`src/rtl/serial_parallel.sv`:
```
// rtl/serial_parallel.sv - MSB-first serial-to-byte deserialiser with comma alignment and lock
// Optional feature macro: SERIAL_PARALLEL_IDLE_CNT_EN adds the saturating idle_cnt output.
module serial_parallel #(
  parameter logic [7:0] IDLE_CHAR  = 8'hBC,
  parameter int         LOCK_COUNT = 4
) (
  input  logic       clk_32f,
  input  logic       reset,
  input  logic       data_in,
  output logic [7:0] data_out,
  output logic       valid_out,
  output logic       active
`ifdef SERIAL_PARALLEL_IDLE_CNT_EN
  ,
  output logic [7:0] idle_cnt
`endif
);

  typedef enum logic [1:0] {
    SEARCH = 2'd0,
    ALIGN  = 2'd1,
    LOCKED = 2'd2
  } state_t;

  // bc_cnt value on which the next aligned idle completes lock
  localparam logic [3:0] LOCK_LAST = 4'(LOCK_COUNT - 1);

  state_t     state;
  logic [7:0] shift_q;
  logic [2:0] bit_cnt;
  logic [3:0] bc_cnt;

  logic [7:0] next_byte;
  logic       is_idle;
  logic       byte_done;

  // The byte formed by the bit arriving on this edge plus the seven before it
  assign next_byte = {shift_q[6:0], data_in};
  assign is_idle   = (next_byte == IDLE_CHAR);
  assign byte_done = (bit_cnt == 3'd7);

  // Free-running history of the last eight received bits
  always_ff @(posedge clk_32f or posedge reset) begin
    if (reset) begin
      shift_q <= 8'h00;
    end else begin
      shift_q <= next_byte;
    end
  end

  // Alignment FSM: slide bit by bit until a comma, confirm on byte boundaries, then deliver data
  always_ff @(posedge clk_32f or posedge reset) begin
    if (reset) begin
      state     <= SEARCH;
      bit_cnt   <= 3'd0;
      bc_cnt    <= 4'd0;
      data_out  <= 8'h00;
      valid_out <= 1'b0;
      active    <= 1'b0;
    end else begin
      valid_out <= 1'b0;
      bit_cnt   <= bit_cnt + 3'd1;
      case (state)
        SEARCH: begin
          // The comma just seen ends a byte, so the next bit is a byte MSB
          if (is_idle) begin
            state   <= ALIGN;
            bit_cnt <= 3'd0;
            bc_cnt  <= 4'd1;
          end
        end
        ALIGN: begin
          if (byte_done) begin
            if (is_idle) begin
              bc_cnt <= bc_cnt + 4'd1;
              if (bc_cnt == LOCK_LAST) begin
                state  <= LOCKED;
                active <= 1'b1;
              end
            end else begin
              // Misaligned guess: resume sliding from the following bit
              state  <= SEARCH;
              bc_cnt <= 4'd0;
            end
          end
        end
        LOCKED: begin
          // Idle bytes are absorbed; only payload bytes are published
          if (byte_done && !is_idle) begin
            data_out  <= next_byte;
            valid_out <= 1'b1;
          end
        end
        default: begin
          state <= SEARCH;
        end
      endcase
    end
  end

`ifdef SERIAL_PARALLEL_IDLE_CNT_EN
  // Count idle bytes received after lock, saturating so the count never wraps
  always_ff @(posedge clk_32f or posedge reset) begin
    if (reset) begin
      idle_cnt <= 8'h00;
    end else if (state == LOCKED && byte_done && is_idle && idle_cnt != 8'hFF) begin
      idle_cnt <= idle_cnt + 8'h01;
    end
  end
`endif

endmodule
```
`config.mk`:
```
export PLATFORM = sky130hd
export DESIGN_NAME = serial_parallel
export DESIGN_NICKNAME = d
export VERILOG_FILES = /design/src/rtl/serial_parallel.sv
export SDC_FILE = /design/constraint.sdc
export NUM_CORES = 1
export LEC_CHECK = 0
export BUFFER_PORTS_ARGS = -buffer_cell sky130_fd_sc_hd__buf_4
export CORE_AREA = 2 2 52 44
export DETAILED_ROUTE_END_ITERATION = 16
export DIE_AREA = 0 0 54 46
export PLACE_DENSITY = 0.78
export SETUP_SLACK_MARGIN = 0.4
export SYNTH_ARGS = -nofsm -noshare
export SYNTH_HDL_FRONTEND = slang
export SYNTH_SLANG_ARGS = --single-unit
```
`constraint.sdc`:
```
create_clock -name clk_32f -period 2.9 [get_ports clk_32f]
set_input_delay 0 -clock clk_32f [delete_from_list [all_inputs] [get_ports clk_32f]]
set_output_delay 0 -clock clk_32f [all_outputs]
set_load 0.1 [all_outputs]
```
==> impl_metrics.py <==
metrics = {
    "pwr": {
        "pwr_density_cell_mw_per_mm2": 532,
        "p_comb_share_pct": 9.9,
        "p_switching_uw": 168,
        "peakVddDrop_uv": 360,
        "p_int_uw": 484,
        "switching_share_pct": 25.7,
        "pwr-share-clk_pct": 23.2,
        "power.leakage_uw": 0.000584,
        "totalPowerFinal_uw": 652,
        "seqPwrFrac_pct": 67.0,
    },
    "logic_synthesis": {
        "synth-edff-count": 0,
        "synth_ff_type": "dfrtp_1",
        "synth_common_cells": "26 x dfrtp_1, 8 x mux2_4, 6 x o21ai_0, 5 x nor2_1, 5 x nor2b_1",
        "avgSynthCellArea_sq_um": 13.1,
        "ys_ff_latch": 26,
        "syn-num-nets": 89,
        "synth_top_area_share_pct": 59.6,
        "ys_seq_area_share_pct": 59.6,
        "post_synth_num_cell_types": 24,
        "synthArstFlopShare_pct": 100,
        "ys_top_cells_by_area": "dfrtp_1 60%, mux2_4 11%, ha_1 3.4%",
        "yosysWarnings": 0,
        "yosysTopAreaCell": "dfrtp_1",
        "syn_inst": 83,
        "synth_area_sq_mm": 0.00109,
        "synth_most_common_cell": "dfrtp_1",
    },
    "placement": {
        "place_area_sq_mm": 0.00118,
        "place_congestion": 0.854,
        "port_buffers": 12,
        "dp_hpwl_um": 1370,
        "placed_cells": 116,
    },
    "min_path": {
        "hold_depth": 2,
        "hold_path_class": "input port to register",
        "hold_end": "shift_q[0]",
        "min_from": "data_in",
    },
    "run_status": {
        "status": "finished clean",
    },
    "grt": {
        "grt_max_degree": 27,
        "grt_pass1_wl_um": 3310,
        "antenna_found_initial": 0,
        "track_usage_pct": 20.3,
        "grt-ovfl-total": 0,
        "grt_pass1_vias": 697,
    },
    "setup_path": {
        "cpPeakStageDelay_ps": 410,
        "crit_type": "register to register",
        "crit_path_top_delay_cell": "dfrtp_1",
        "arrival_ps": 1910,
        "crit_family": "simple AND/OR/NAND/NOR gates",
        "startpoint_type": "register",
        "cp_data_required_time_ps": 3110,
        "r2r_cells": 4,
        "r2r-start": "shift_q[5]",
        "endpoint_kind": "register",
        "r2r_end": "data_out[6]",
        "r2r_setup_slack_ps": 1200,
        "path_cells": "nand4bb_1 > or2_1 > and3_4 > mux2_4",
        "critPathMaxFanout": 9,
        "critical_path_buf_inv_count": 0,
    },
    "timing": {
        "slew_violations": 0,
        "tightestPinTransition_ps": 937,
        "hold_slack_ps": 379,
        "rsz0062_at_grt": "no",
        "fmax_mhz": 588,
        "hold_viol_final": 0,
        "min_period_ps": 1700,
        "setup-tns-final_ps": 0,
        "skew_ps": 18.5,
        "slew_headroom_pct": 37.5,
        "setup_violations": 0,
        "fin_crit_sh_pct": 58.6,
    },
    "detailed_routing": {
        "drtIter0Drc": 14,
        "first_pass_iters": 4,
        "finalWirelength_um": 1910,
        "drc": 0,
        "num_vias": 686,
        "viasPerCell": 5.67,
        "wl_per_cell_um": 15.8,
        "ant_nets": 0,
    },
    "finish": {
        "fin_nets": 104,
        "register_area_sq_um": 651,
        "fillerInstances": 169,
        "fin_cells": 121,
        "fin_area_sq_mm": 0.00122,
        "multi_input_area_sq_um": 403,
        "synthToLayoutAreaGrowth_pct": 12.3,
        "drive_gt1_share_pct": 27.1,
        "diodes": 0,
    },
    "cts": {
        "htree_levels": 1,
        "clk_latency_ps": 330,
        "cts_setup_buffers": 0,
        "cts-root-buf": "clkbuf_4",
        "path_clk_slew_ps": 120,
        "cts.sinks": 26,
        "clockBufferDepth": 2,
        "numCtsBuffers": 3,
        "cts_tree": "done",
    },
    "floorplanning": {
        "start_util_pct": 53.8,
        "pin_count": 13,
        "die_h_um": 46,
        "rows": 15,
        "die_x_um": 54,
        "core_area_sq_mm": 0.00203,
        "die-area_sq_mm": 0.00248,
    },
    "job": {
        "cap_violations": 0,
    },
}
flip-flops by register name (all words and copies together), names as in the netlist:
| name | flops |
|---|---|
| valid_out | 1 |
| data_out | 8 |
| shift_q | 7 |
| bit_cnt | 3 |
| state | 2 |
| active | 1 |
| bc_cnt | 4 |
through the flow:
stage | setup slack, ps | utilization, %
6_report | 1200 | 60.4
5_1_grt | 1130 | 60.4
4_1_cts | 1190 | 60.4
3_5_place_dp | 1200 | 58.3
3_3_place_gp | 1270 | 58.3
2_1_floorplan | 1270 | -
power groups by stage:
stage / Combinational, uW / Clock, uW / Sequential, uW
after floorplan: 53.7 / 0 / 429
after global placement: 60.5 / 0 / 440
after detailed placement: 62.0 / 0 / 443
after CTS: 65.5 / 155 / 435
after global routing: 77.6 / 169 / 440
final: 64.4 / 151 / 437
placed cells by master (no fill, tap or decap), drive strengths merged:
master and count:
inv 2, a311o 1, clkbuf 3, nand2 3
and3 2, a2bb2oi 1, dlygate4sd3 2, mux2 8
or2 1, ha 3, o21a 1, nor2 5
nand4bb 1, nand4b 2, nor4 1, dfrtp 26
nor2b 5, buf 12, nor3 3, a31oi 1
o21ai 6, nor4bb 1, nand3 4, a31o 2
layout make-up:
cell class              instances  area share [%]
flip-flops and latches         26            53.1
multi-input cells              51            32.9
repair buffers                 14            8.99
well taps                      25            2.55
clock buffers                   3            1.84
inverters                       2           0.613
worst max-delay path by stage:
stage | startpoint | cells after the start | end
3_5_place_dp | shift_q[5] | 4 | data_out[6]
2_1_floorplan | shift_q[0] | 6 | data_out[0]
4_1_cts | shift_q[5] | 4 | data_out[6]
3_3_place_gp | shift_q[5] | 4 | data_out[5]
5_1_grt | shift_q[5] | 4 | data_out[6]
6_report | shift_q[5] | 4 | data_out[6]
logic make-up (layout without fill, tap and decap cells):
kind of cell	after synthesis	count (layout)	synth area share [%]
and+or+nand+nor	28	28	15.1
DFF	26	26	59.6
AOI/OAI and AO/OA	12	12	7.34
muxes	8	8	11.0
buffers and inverters	6	19	3.44
adders and majority gates	3	3	3.44
layer usage:
layer,GRT usage (%),share of wire (%)
met5,0,0
met4,13.0,2.9
met3,6.58,4.9
met2,29.5,46
met1,26.0,46
timing repair:
| action | in CTS | in global routing |
|---|---|---|
| resized for setup | 0 | 0 |
| hold endpoints to repair | 28 | 0 |
| setup endpoints to repair | 0 | 0 |
| hold buffers | 2 | 0 |
No activity file was read; power rests on OpenSTA's default activity.
